--- src/rtl/dec3t8_pulse.sv ---
// dec3t8_pulse -- sequenced 3-to-8 decoder.
//
// Takes an encoded line index over a valid/ready handshake. It drives the
// matching one-hot line on Y for PULSE_LEN cycles, then holds Y at zero for
// GAP_LEN cycles, and pulses done once per command. A null command (in_idle=1)
// runs the same timing but leaves Y at zero.
//
// Optional feature: define DEC3T8_QUEUE_EN to add a one-entry command queue.
// The queue allows back-to-back commands without an idle cycle between them.
//
// Parameters:
//   PULSE_LEN  cycles Y stays asserted per command (1..255)
//   GAP_LEN    forced Y=0 cycles after each pulse (0..255)
//
// Ports:
//   clk       rising-edge clock
//   rst       synchronous reset, active-high
//   in_valid  command present
//   in_ready  block can accept a command this cycle (decoded from state)
//   A         encoded line index, A==k selects Y[k]
//   in_idle   null command: accepted and timed, no Y line driven
//   Y         registered one-hot (or all-zero) output
//   busy      not idle, or queue occupied (decoded from state)
//   done      registered 1-cycle pulse after each pulse period ends
module dec3t8_pulse #(
    parameter int unsigned PULSE_LEN = 1,
    parameter int unsigned GAP_LEN   = 0
) (
    input  logic       clk,
    input  logic       rst,
    input  logic       in_valid,
    output logic       in_ready,
    input  logic [2:0] A,
    input  logic       in_idle,
    output logic [7:0] Y,
    output logic       busy,
    output logic       done
);

    typedef enum logic [1:0] {
        ST_IDLE,
        ST_DRIVE,
        ST_GAP
    } state_e;

    localparam logic [7:0] PULSE_CNT = 8'(PULSE_LEN - 1);
    localparam logic [7:0] GAP_CNT   = (GAP_LEN > 0) ? 8'(GAP_LEN - 1) : 8'd0;

    state_e     state_q, state_d;
    logic [7:0] cnt_q, cnt_d;
    logic [7:0] y_q, y_d;
    logic       done_q, done_d;
    logic       accept;

    function automatic logic [7:0] decode(input logic [2:0] idx, input logic nul);
        logic [7:0] onehot;
        onehot = 8'b1 << idx;
        return nul ? '0 : onehot;
    endfunction

`ifdef DEC3T8_QUEUE_EN
    logic       qv_q, qv_d;
    logic [2:0] qa_q, qa_d;
    logic       qidle_q, qidle_d;
    logic       leaving;

    // The current edge ends the period and would otherwise return to idle.
    assign leaving = ((state_q == ST_DRIVE) && (cnt_q == '0) && (GAP_LEN == 0)) ||
                     ((state_q == ST_GAP) && (cnt_q == '0));

    assign in_ready = !qv_q;
    assign busy     = (state_q != ST_IDLE) || qv_q;
`else
    assign in_ready = (state_q == ST_IDLE);
    assign busy     = (state_q != ST_IDLE);
`endif

    assign accept = in_valid & in_ready;
    assign Y      = y_q;
    assign done   = done_q;

    always_comb begin
        state_d = state_q;
        cnt_d   = cnt_q;
        y_d     = y_q;
        done_d  = 1'b0;
`ifdef DEC3T8_QUEUE_EN
        qv_d    = qv_q;
        qa_d    = qa_q;
        qidle_d = qidle_q;
`endif
        case (state_q)
            ST_IDLE: begin
                y_d = '0;
                if (accept) begin
                    state_d = ST_DRIVE;
                    y_d     = decode(A, in_idle);
                    cnt_d   = PULSE_CNT;
                end
            end
            ST_DRIVE: begin
                cnt_d = cnt_q - 8'd1;
                if (cnt_q == '0) begin
                    y_d    = '0;
                    done_d = 1'b1;
                    if (GAP_LEN > 0) begin
                        state_d = ST_GAP;
                        cnt_d   = GAP_CNT;
                    end else begin
                        state_d = ST_IDLE;
                        cnt_d   = '0;
                    end
                end
            end
            ST_GAP: begin
                y_d   = '0;
                cnt_d = cnt_q - 8'd1;
                if (cnt_q == '0) begin
                    state_d = ST_IDLE;
                    cnt_d   = '0;
                end
            end
            default: begin
                state_d = ST_IDLE;
                y_d     = '0;
                cnt_d   = '0;
            end
        endcase
`ifdef DEC3T8_QUEUE_EN
        if (state_q != ST_IDLE) begin
            if (leaving && qv_q) begin
                state_d = ST_DRIVE;
                y_d     = decode(qa_q, qidle_q);
                cnt_d   = PULSE_CNT;
                qv_d    = 1'b0;
            end else if (leaving && accept) begin
                // Command arriving on the leaving edge with an empty queue is
                // written and popped in the same edge: start it directly.
                state_d = ST_DRIVE;
                y_d     = decode(A, in_idle);
                cnt_d   = PULSE_CNT;
            end else if (accept) begin
                qv_d    = 1'b1;
                qa_d    = A;
                qidle_d = in_idle;
            end
        end
`endif
    end

    always_ff @(posedge clk) begin
        if (rst) begin
            state_q <= ST_IDLE;
            cnt_q   <= '0;
            y_q     <= '0;
            done_q  <= 1'b0;
`ifdef DEC3T8_QUEUE_EN
            qv_q    <= 1'b0;
            qa_q    <= '0;
            qidle_q <= 1'b0;
`endif
        end else begin
            state_q <= state_d;
            cnt_q   <= cnt_d;
            y_q     <= y_d;
            done_q  <= done_d;
`ifdef DEC3T8_QUEUE_EN
            qv_q    <= qv_d;
            qa_q    <= qa_d;
            qidle_q <= qidle_d;
`endif
        end
    end

endmodule
--- config.mk ---
export PLATFORM = sky130hd
export DESIGN_NAME = dec3t8_pulse
export DESIGN_NICKNAME = d
export VERILOG_FILES = /design/src/rtl/dec3t8_pulse.sv
export SDC_FILE = /design/constraint.sdc
export NUM_CORES = 1
export LEC_CHECK = 0
export BUFFER_PORTS_ARGS = -buffer_cell sky130_fd_sc_hd__buf_2
export CORE_MARGIN = 2
export CORE_UTILIZATION = 50
export CTS_CLUSTER_DIAMETER = 60
export DETAILED_ROUTE_END_ITERATION = 10
export MAX_ROUTING_LAYER = met4
export PLACE_DENSITY = 0.75
export SLEW_MARGIN = 20
export SYNTH_ARGS = -nofsm -noshare
export SYNTH_HDL_FRONTEND = slang
export SYNTH_SLANG_ARGS = --single-unit
--- constraint.sdc ---
create_clock -name clk -period 2.8 [get_ports clk]
set_clock_uncertainty 0.05 [all_clocks]
set_input_delay 0.14 -clock clk [delete_from_list [all_inputs] [get_ports clk]]
set_output_delay 0.14 -clock clk [all_outputs]
set_load 0.01 [all_outputs]
* After elaboration in Yosys (flattened, before gate mapping) *
Cells that the tools add are included.

cells by class
  shift-type cells = 1
  equal/unequal tests = 5
  bitwise operators = 2
  mux-type cells = 11
  reductions and logical operators = 6
  add/sub/neg operators = 1

operators by type and width
  cell                 count
  $mux 8               5
  $pmux 8 s2           2
  $logic_not 8->1      1
  $shl 1x3->8 const A  1
  $sub 8x1->8 const B  1
  $mux 2               2
  $ne 2x1->1 const B   2
  $pmux 2 s2           1
  $reduce_or 2->1      2
  $eq 2x1->1 const B   1
  $eq 2x2->1 const B   1
  $logic_not 2->1      1
  $ne 2x2->1 const B   1
  $reduce_and 2->1     1
  $reduce_bool 2->1    1
  $and 1x1->1          1
  $mux 1               1
  $not 1->1            1

storage, ports and cells
  bits of input ports = 7
  register bits after elaboration = 19
  logic and storage cells = 30
  output and inout port bits = 11

* Longest topological paths before layout *
Gate-level depths: netlist of the first run.

  word-level depth = 4
  gate-level depth with buffers = 7
  mapped depth without buffers = 6

* Worst setup path after synthesis of the first run *
Ideal clock, no wire load.

  path type = register to register
  from = register cnt_q[0]
  to = register cnt_q[6]
  cell stages (with the launch flop) = 7
  slack = 0.799 ns
  period minus slack after synthesis = 2.001 ns
  buffers on the path = 0
  arrival time = 1.829 ns
  required time = 2.628 ns
  library setup time = 0.122 ns
  path through = dfxtp_1 -> inv_1 -> ha_1 -> or3b_2 -> or3_1 -> and4_1 -> a311o_1

on the way
  longest elaborated chain between the ends = 3
  elaborated cells on any way between the ends = 4
  those cells by class = add/sub: 1; mux: 2; reduce/logical: 1

ends and longest elaborated chain
  element                                         RTL line  RTL
  start: declaration                              50        logic [7:0] cnt_q, cnt_d;
  start signal: assignment                        164       cnt_q <= cnt_d;
  $sub 8x1->8 or $logic_not 8->1 (tied branches)  -
  $mux 8 (*)                                      103       if (cnt_q == '0) begin
  $pmux 8 s2 (*)                                  92        case (state_q)

Every way passes the cells marked *; elsewhere a longest branch is shown, timed or not.
A chain may end at the register's enable or synchronous reset.

* Worst setup path in the final report of the first run *
Ends and elaborated chain as after synthesis.

==> flow_summary_export.csv, run 1 <==
group,metric,value,unit
status,status,"complete, no violations",
grt,grt_pass1_vias,654,
die,die_x,44.0,um
worst_hold_path,hold_start,"A[0]",
logic_synthesis,ys_seq_area_frac,0.450,
logic_synthesis,ys_types,32,
die,fp-row-count,14,
critical_path,crit_path_end_kind,"flop",
logic_synthesis,synth_edf_count,0,
clock_tree,cts_buffer_depth,2,
die,coreArea,0.00151,mm^2
logic_synthesis,yosysMostFrequentCell,"dfxtp_1",
clock_tree,cts_htree_levels,1,
critical_path,cp.arrival,2.23,ns
logic_synthesis,synth_area,801,um^2
route,drc,0,
logic_synthesis,async_flop_share,0,
timing,worstMarginPinSlew,0.778,ns
clock_tree,clkTransAtPathRegs,0.10,ns
clock_tree,cts_tree,"done",
logic_synthesis,synth_nets,98,
cells_and_area,drive_gt1_frac,0.236,
critical_path,crit_slowest_cell,"or4b_1",
clock_tree,postCtsSetupBuffers,0,
critical_path,crit_chain,"inv_1 -> ha_1 -> or4b_1 -> o21a_1 -> and4_1 -> a311o_1",
grt,grt.busiest_layer,"met2",
critical_path,regToRegStartpoint,"cnt_q[0]",
clock_tree,root_buffer,"clkbuf_4",
route,drt-vias-per-instance,6.07,
grt,grt_max_degree,17,
logic_synthesis,ys.flop_type,"dfxtp_1",
route,drtIter0Drc,12,
timing,rsz0062_at_grt,"no",
timing,fin_tns_setup,0,ns
logic_synthesis,synthCells,89,
clock_tree,clock_sinks,18,
clock_tree,numCtsBuffers,3,
cells_and_area,utilization,0.615,
timing,period_minus_slack,2.09,ns
placed_design,numPortBuffers,17,
grt,gr-usage-met2,0.326,
die,initial_core_util,0.532,
timing,period_share,0.745,
logic_synthesis,ys_top_cells_by_count,"dfxtp_1, nor2_1, a22oi_1",
grt,antenna_found_initial,0,
worst_hold_path,hold_end,"Y[3]",
route,drtPass1Iterations,6,
pwr,power_density,1240,mW/mm^2
logic_synthesis,yosys-top-cells-area,"dfxtp_1, nor2_1, a22oi_1, ha_1, or3_4",
logic_synthesis,synth-warning-count,0,
cells_and_area,diodes,0,
critical_path,cp_max_fo,12,
route,ant_nets,0,
route,wl_per_cell,14.0,um
cells_and_area,nets,116,
grt,met3_usage,0.0245,
timing,setup_violations,0,
die,die_h,44.0,um
logic_synthesis,synth-seq-cells,18,
critical_path,crit_type,"flop to flop",
critical_path,ff2ff_path_depth,6,
timing,slew_viol_final,0,
timing,fmax,0.479,GHz
critical_path,cp.required,2.94,ns
cells_and_area,area_growth,15.8,%
grt,grt_pass1_wl,2.84,mm
timing,slew_headroom,0.474,
logic_synthesis,syn_area_per_cell,9.00,um^2
timing,final_hold_viol_count,0,
worst_hold_path,worstHoldPathCells,3,
placed_design,hpwlAfterDp,1.19,mm
cells_and_area,multi_input_area,407,um^2
critical_path,r2r_end,"cnt_q[6]",
cells_and_area,register_area,360,um^2
critical_path,r2r_setup_slack,0.71,ns
route,num_vias,741,
route,totalWireLength,1.70,mm
pwr,p_leak,0.404,nW
grt,grt_usage,0.206,
die,ios,18,
logic_synthesis,netlist.area_leader.share,0.450,
worst_hold_path,hold_path_class,"input pin to flop",
grt,overflow,0,
cells_and_area,n_fill_cell,145,
clock_tree,cts_hold_buf,0,
logic_synthesis,synth_top_cell_by_area,"dfxtp_1",
run,cap_violations,0,
clock_tree,cts_resized,0,
pwr,ir_drop,489,uV
critical_path,cpPeakStageDelay,0.49,ns
placed_design,routabilityCongestion,0.834,
die,fp.dieArea,0.00194,mm^2
grt,met1_usage,0.248,
critical_path,startpoint_type,"flop",
clock_tree,clk_latency,0.29,ns
## layout make-up
cell class | count | share of cell area
multi-input cells | 62 | 0.439
well taps | 16 | 0.0216
inverters | 5 | 0.0202
repair buffers | 17 | 0.0918
flip-flops and latches | 18 | 0.389
clock buffers | 4 | 0.0391
## logic make-up (layout without fill, tap and decap cells)
group           Yosys count  after routing  share of synthesized area
simple gates             35             35                      0.244
compound gates           23             23                      0.209
buf+inv                   9             26                     0.0422
mux                       1              1                     0.0125
xor+xnor                  1              1                     0.0109
fa+ha+maj                 2              2                     0.0312
flops                    18             18                      0.450
## report_power, final
| group | total (mW) | switching [mW] | internal (mW) |
|---|---|---|---|
| registers | 0.419 | 0.0888 | 0.330 |
| logic | 0.572 | 0.295 | 0.277 |
| clock network | 0.158 | 0.0789 | 0.0792 |
| total | 1.15 | 0.463 | 0.686 |
## per-stage QoR
step / power (mW) / hold slack [ns] / std cells / setup WS [ns] / area (um^2)
finish: 1.15 / 0.116 / 122 / 0.714 / 927
global route: 1.25 / 0.141 / 122 / 0.594 / 927
CTS: 1.16 / 0.105 / 122 / 0.694 / 927
detailed placement: 0.995 / 0.422 / 118 / 0.703 / 891
global placement: 0.983 / 0.403 / 118 / 0.739 / 891
floorplan: 0.880 / 0.259 / 89 / 0.799 / 801
## sequential cells by signal, summed over array words and instances (netlist names)
register	count
Y	8
cnt_q	8
done	1
state_q	1
## routing by layer
metal	up-vias	wire, um
met5	-	0
met4	0	31
met3	4	77
met2	25	843
met1	350	751
li1	362	-
## critical path, delay by kind of cell (launching register included)
family | cells | cell delay, ns
fa+ha+maj | 1 | 0.13
flops | 1 | 0.35
buf+inv | 1 | 0.08
compound gates | 2 | 0.63
simple gates | 2 | 0.74
## placed cells by master, fill, tap and decap left out, types with 2 or more instances in the layout
| cell type | instances |
|---|---|
| o21ai_0 | 2 |
| ha_1 | 2 |
| nor2b_1 | 2 |
| a21oi_1 | 4 |
| nor4_1 | 3 |
| a22oi_1 | 7 |
| buf_2 | 17 |
| or3_4 | 2 |
| dfxtp_1 | 18 |
| clkbuf_4 | 3 |
| nor2_1 | 17 |
| o31ai_1 | 2 |
| inv_1 | 5 |
| a32oi_1 | 2 |
## worst max-delay path by stage
stage / slack, ns / cells past startpoint / startpoint / endpoint
final: 0.71 / 6 / cnt_q[0] / cnt_q[6]
after detailed placement: 0.70 / 6 / cnt_q[0] / cnt_q[6]
after CTS: 0.69 / 6 / cnt_q[0] / cnt_q[6]
after floorplan: 0.80 / 6 / cnt_q[0] / cnt_q[6]
after global routing: 0.59 / 6 / cnt_q[1] / cnt_q[6]
after global placement: 0.74 / 6 / cnt_q[0] / cnt_q[6]
No activity file was read; power rests on OpenSTA's default activity.
==> inputs of run 2 (changes only) <==
--- a/config.mk
+++ b/config.mk
@@ -6,12 +6,13 @@
 export NUM_CORES = 1
 export LEC_CHECK = 0
 export BUFFER_PORTS_ARGS = -buffer_cell sky130_fd_sc_hd__buf_2
+export CORE_ASPECT_RATIO = 0.8
 export CORE_MARGIN = 2
-export CORE_UTILIZATION = 50
+export CORE_UTILIZATION = 46
 export CTS_CLUSTER_DIAMETER = 60
 export DETAILED_ROUTE_END_ITERATION = 10
 export MAX_ROUTING_LAYER = met4
-export PLACE_DENSITY = 0.75
+export PLACE_DENSITY = 0.72
 export SLEW_MARGIN = 20
 export SYNTH_ARGS = -nofsm -noshare
 export SYNTH_HDL_FRONTEND = slang
==> constraint.sdc (replaced) <==
create_clock -name clk -period 1.9 [get_ports clk]
set_clock_uncertainty 0.05 [all_clocks]
set_input_delay 0.095 -clock clk [delete_from_list [all_inputs] [get_ports clk]]
set_output_delay 0.095 -clock clk [all_outputs]
set_load 0.01 [all_outputs]
==> run 2 against run 1 <==
Cell count is 13% higher. First-iteration DRC count grew 75%. Die area is 8.0% higher. Via count is 6.2% higher. Sequential cell count unchanged. Global-route usage increased by 2.6 points.
==> flow_summary_export.csv, run 2 (same netlist as run 1, synthesis figures left out) <==
group,metric,value,unit
pwr,swShare,0.374,
die,die_h,41.3,um
die,ios,18,
grt,grt_usage,0.232,
placed_design,routabilityCongestion,0.876,
cells_and_area,fin_area,0.00107,mm^2
route,drtIter0Drc,21,
critical_path,cpPeakStageDelay,0.37,ns
cells_and_area,drive_gt1_frac,0.422,
pwr,ir_drop,1250,uV
clock_tree,cts_tree,"done",
timing,slew_headroom,0.457,
die,initial_core_util,0.492,
placed_design,dp_worst_setup_slack,-0.0227,ns
pwr,clockPowerShare,0.110,
placed_design,numPortBuffers,17,
clock_tree,root_buffer,"clkbuf_4",
timing,fmax,0.531,GHz
grt,gr-usage-met2,0.395,
timing,holdWs,0.0724,ns
grt,met1_usage,0.262,
timing,worstMarginPinSlew,0.808,ns
grt,grt.busiest_layer,"met2",
cells_and_area,final_cell_mix,"nor2_1, buf_2, dfxtp_1",
critical_path,crit_family,"simple AND/OR/NAND/NOR gates",
status,status,"complete, no violations",
clock_tree,postCtsSetupBuffers,0,
timing,final_hold_viol_count,0,
placed_design,placement.cell_area,991,um^2
clock_tree,clk_latency,0.30,ns
route,drc,0,
critical_path,cp.arrival,2.03,ns
grt,overflow,0,
cells_and_area,nets,126,
critical_path,cp.required,2.05,ns
pwr,combinationalPowerShare,0.607,
clock_tree,clock_sinks,18,
placed_design,hpwlAfterDp,1.45,mm
grt,grt_pass1_wl,3.25,mm
route,ant_nets,0,
critical_path,cp_num_buf_inv,1,
grt,grt_pass1_vias,699,
timing,period_share,0.991,
route,drtPass1Iterations,4,
grt,met3_usage,0.0750,
cells_and_area,diodes,0,
critical_path,crit_chain,"inv_2 -> ha_4 -> or3b_4 -> or3_4 -> and4_1 -> a311o_1",
critical_path,cp_max_fo,2,
route,totalWireLength,1.99,mm
die,die_x,50.6,um
clock_tree,numCtsBuffers,3,
route,wl_per_cell,14.4,um
run,cap_violations,0,
pwr,internal_power,1.38,mW
critical_path,crit_slowest_cell,"or3b_4",
pwr,p_switching,0.828,mW
clock_tree,cts_buffer_depth,2,
critical_path,startpoint_type,"flop",
die,fp.dieArea,0.00209,mm^2
grt,antenna_found_initial,0,
timing,final.setup.worst_slack,0.0174,ns
route,num_vias,787,
pwr,seqPwrFrac,0.284,
cells_and_area,instances_no_fill,138,
grt,grt_max_degree,17,
clock_tree,cts_htree_levels,1,
die,coreArea,0.00163,mm^2
die,fp-row-count,13,
placed_design,placed_cells,134,
critical_path,crit_type,"flop to flop",
pwr,total_power,2.21,mW
critical_path,crit_path_end_kind,"flop",
route,drt-vias-per-instance,5.70,
cells_and_area,area_growth,33.4,%
timing,period_minus_slack,1.88,ns
pwr,power_density,2070,mW/mm^2
worst_hold_path,hold_path_class,"input pin to flop",
timing,setup_violations,0,
clock_tree,clkTransAtPathRegs,0.11,ns
pwr,p_leak,0.465,nW
timing,slew_viol_final,0,
timing,rsz0062_at_grt,"yes",
==> run 2: cell types whose count changed in the layout (fill, tap and decap cells not counted), sizes merged <==
cell / previous run / this run
buf: 17 / 27
==> run 2: worst paths after layout <==
kind | slack [ns] | cells after the start | to | start
min | 0.07 | 3 | Y[3] | A[0]
min reg2reg | 0.46 | 2 | Y[3] | Y[3]
max reg2reg | 0.02 | 6 | cnt_q[6] | cnt_q[1]
max | 0.02 | 6 | cnt_q[6] | cnt_q[1]
==> run 2: layout make-up <==
| type | instances | area [um^2] |
|---|---|---|
| fill | 151 | 558 |
| multi-input combinational | 62 | 458 |
| sequential | 18 | 368 |
| timing repair buffer | 27 | 160 |
| clock buffer | 4 | 36.3 |
| tap | 22 | 27.5 |
| inverter | 5 | 18.8 |
==> run 2: power groups by stage <==
stage                     registers (mW)  clock network (mW)  logic [mW]
final                              0.627               0.243        1.34
after global routing               0.646               0.260        1.47
after CTS                          0.617               0.250        1.30
after detailed placement           0.620                   0        1.23
after global placement             0.611                   0        1.19
after floorplan                    0.596                   0       0.756
==> run 2: stage by stage <==
stage | util | TNS [ns]
global placement | 0.609 | 0
floorplan | - | 0
finish | 0.657 | 0
CTS | 0.637 | 0
detailed placement | 0.609 | -0.0227
global route | 0.657 | -0.168
==> run 2: tightest hold or removal path, delay by kind of cell <==
family	cells	cell delay, ns
compound gates	1	0.10
buf+inv	1	0.13
simple gates	1	0.07
==> run 2: what timing repair did <==
action / in CTS / in global routing
pin swaps: 1 / 1
setup endpoints to repair: 1 / 9
hold buffers: 0 / 0
gates resized for setup: 2 / 8
==> run 2: metal layers <==
layer,wire length (um),share of wire
met1,932,0.47
met2,946,0.48
met3,74,0.037
met4,38,0.019
met5,0,0
==> inputs of run 3 (changes only) <==
--- a/config.mk
+++ b/config.mk
@@ -5,8 +5,8 @@
 export SDC_FILE = /design/constraint.sdc
 export NUM_CORES = 1
 export LEC_CHECK = 0
+export ABC_AREA = 1
 export BUFFER_PORTS_ARGS = -buffer_cell sky130_fd_sc_hd__buf_2
-export CORE_ASPECT_RATIO = 0.8
 export CORE_MARGIN = 2
 export CORE_UTILIZATION = 46
 export CTS_CLUSTER_DIAMETER = 60
==> run 3 against run 2 <==
Synthesized area up 5.5%. Hold slack got worse by 0.042 ns. Clock power shrank 3%. Sequential power is 20% lower. Combinational power is 57% lower. Total power is 41% lower. Largest cell class unchanged. Largest power group unchanged.
==> flow_summary_export.csv, run 3 <==
group,metric,value,unit
status,status,"complete, no violations",
route,wl_per_cell,11.0,um
placed_design,numPortBuffers,17,
timing,period_minus_slack,1.36,ns
clock_tree,cts_hold_buf,0,
pwr,clockPowerShare,0.180,
timing,period_share,0.718,
timing,slew_headroom,0.810,
route,num_vias,780,
pwr,seqPwrFrac,0.384,
logic_synthesis,synthCells,115,
grt,grt_pass1_wl,2.78,mm
logic_synthesis,synth_compound_area_frac,0.121,
critical_path,crit_type,"flop to flop",
timing,worstMarginPinSlew,0.285,ns
worst_hold_path,hold_path_class,"input pin to flop",
cells_and_area,area_growth,16.3,%
placed_design,routabilityCongestion,0.897,
pwr,swShare,0.411,
critical_path,cp.arrival,1.55,ns
logic_synthesis,synth_area,845,um^2
clock_tree,cts_resized,0,
logic_synthesis,ys.flop_type,"dfxtp_1",
timing,fin_tns_setup,0,ns
route,drt-vias-per-instance,4.91,
cells_and_area,final_common_cell,"nand2_1",
cells_and_area,nets,144,
logic_synthesis,netlist.area_leader.share,0.427,
cells_and_area,drive_gt1_frac,0.246,
grt,grt_pass1_vias,663,
run,cap_violations,0,
die,coreArea,0.00173,mm^2
clock_tree,clk_latency,0.29,ns
logic_synthesis,ys_seq_area_frac,0.427,
placed_design,hpwlAfterDp,1.32,mm
grt,overflow,0,
pwr,combinationalPowerShare,0.437,
logic_synthesis,ys_top_cells_by_count,"nand2_1, dfxtp_1, a21oi_1",
logic_synthesis,synth.area.mux_share,0,
cells_and_area,diodes,0,
die,fp.dieArea,0.00219,mm^2
critical_path,cp_max_fo,13,
die,ios,18,
route,ant_nets,0,
logic_synthesis,synth_edf_count,0,
clock_tree,postCtsSetupBuffers,0,
logic_synthesis,ys_types,19,
die,fp-row-count,15,
critical_path,cp.required,2.09,ns
pwr,power_density,1330,mW/mm^2
die,initial_core_util,0.489,
clock_tree,cts_htree_levels,1,
clock_tree,clock_sinks,18,
logic_synthesis,synth_xor_area_frac,0.0207,
timing,setup_violations,0,
cells_and_area,n_fill_cell,170,
clock_tree,clkTransAtPathRegs,0.10,ns
grt,grt_usage,0.185,
die,die_h,46.9,um
timing,fmax,0.733,GHz
route,totalWireLength,1.76,mm
critical_path,crit_path_end_kind,"flop",
cells_and_area,final_cell_mix,"nand2_1, dfxtp_1, buf_2",
logic_synthesis,synthAdderAreaFrac,0.0296,
logic_synthesis,yosys.area_share.simple,0.326,
clock_tree,root_buffer,"clkbuf_4",
die,die_x,46.9,um
pwr,p_switching,0.538,mW
route,drtIter0Drc,23,
timing,final_hold_viol_count,0,
logic_synthesis,async_flop_share,0,
timing,slew_viol_final,0,
pwr,internal_power,0.772,mW
logic_synthesis,synth-warning-count,0,
logic_synthesis,synth-seq-cells,18,
timing,rsz0062_at_grt,"no",
logic_synthesis,yosys-top-cells-area,"dfxtp_1, nand2_1, a21oi_1, nor2_1, inv_1",
grt,antenna_found_initial,0,
route,drc,0,
clock_tree,cts_buffer_depth,2,
logic_synthesis,synth_top_family_by_area,"simple AND/OR/NAND/NOR gates",
logic_synthesis,yosysMostFrequentCell,"nand2_1",
critical_path,startpoint_type,"flop",
grt,grt_max_degree,16,
clock_tree,numCtsBuffers,3,
pwr,ir_drop,669,uV
logic_synthesis,synth_top_cell_by_area,"dfxtp_1",
cells_and_area,utilization,0.569,
clock_tree,cts_tree,"done",
logic_synthesis,synth_nets,124,
logic_synthesis,syn_area_per_cell,7.34,um^2
pwr,p_leak,0.427,nW
route,drtPass1Iterations,4,
-- run 3: cell count changes in the layout (fill, tap and decap cells not counted), moves of 5 or more --
cell,change
a21oi_1,+11
nand3_1,+6
inv_1,+8
nor2_1,-5
buf_4,-10
nand2_1,+23
-- run 3: cell families (layout without fill, tap and decap cells) --
family / after synthesis / in the layout
AND/OR/NAND/NOR: 58 / 58
AO/OA/AOI/OAI: 20 / 20
flip-flops: 18 / 18
buffers and inverters: 15 / 34
adder cells (fa/ha/maj): 2 / 2
XOR/XNOR: 2 / 2
-- run 3: worst paths after layout --
check        endpoint  slack [ns]     start  depth (start not counted)
min reg2reg      Y[0]        0.42      Y[0]                          2
max reg2reg  cnt_q[2]        0.54  cnt_q[0]                          7
min              Y[4]        0.03      A[2]                          3
max          cnt_q[2]        0.54  cnt_q[0]                          7
-- run 3: layout make-up --
type	count	area (um^2)	area share
Multi-Input combinational cell	82	420	0.428
Clock buffer	4	36.3	0.0369
Timing Repair Buffer	17	85.1	0.0866
Tap cell	25	31.3	0.0318
Inverter	13	48.8	0.0497
Sequential cell	18	360	0.367
-- run 3: worst max-delay path, stage by stage, from the launching register on --
cell,delay (ns)
dfxtp_1,0.32
inv_1,0.08
ha_1,0.20
nand2_1,0.09
nor2_2,0.06
nor2_4,0.24
o21ai_0,0.14
a21oi_1,0.13
-- run 3: layer usage --
layer,part of all wire,vias up,track usage
met5,0,-,-
li1,-,410,-
met3,0.044,5,0.0462
met1,0.48,341,0.237
met2,0.46,24,0.271
met4,0.022,0,0.0833
-- run 3: metrics by stage --
step	std cells	setup slack, ns	total power, mW	hold WS, ns	area [um^2]
2_1_floorplan	115	0.690	0.980	0.114	845
3_3_place_gp	155	0.601	1.06	0.329	946
3_5_place_dp	155	0.551	1.08	0.327	946
4_1_cts	159	0.524	1.32	0.00880	982
5_1_grt	159	0.372	1.43	0.0328	982
6_report	159	0.536	1.31	0.0303	982
-- run 3: power by group through the flow --
stage                     clock [mW]  combinational (mW)  sequential (mW)
after floorplan                    0               0.477            0.503
after global placement             0               0.550            0.507
after detailed placement           0               0.571            0.510
after CTS                      0.247               0.573            0.501
after global routing           0.262               0.655            0.512
final                          0.236               0.572            0.502
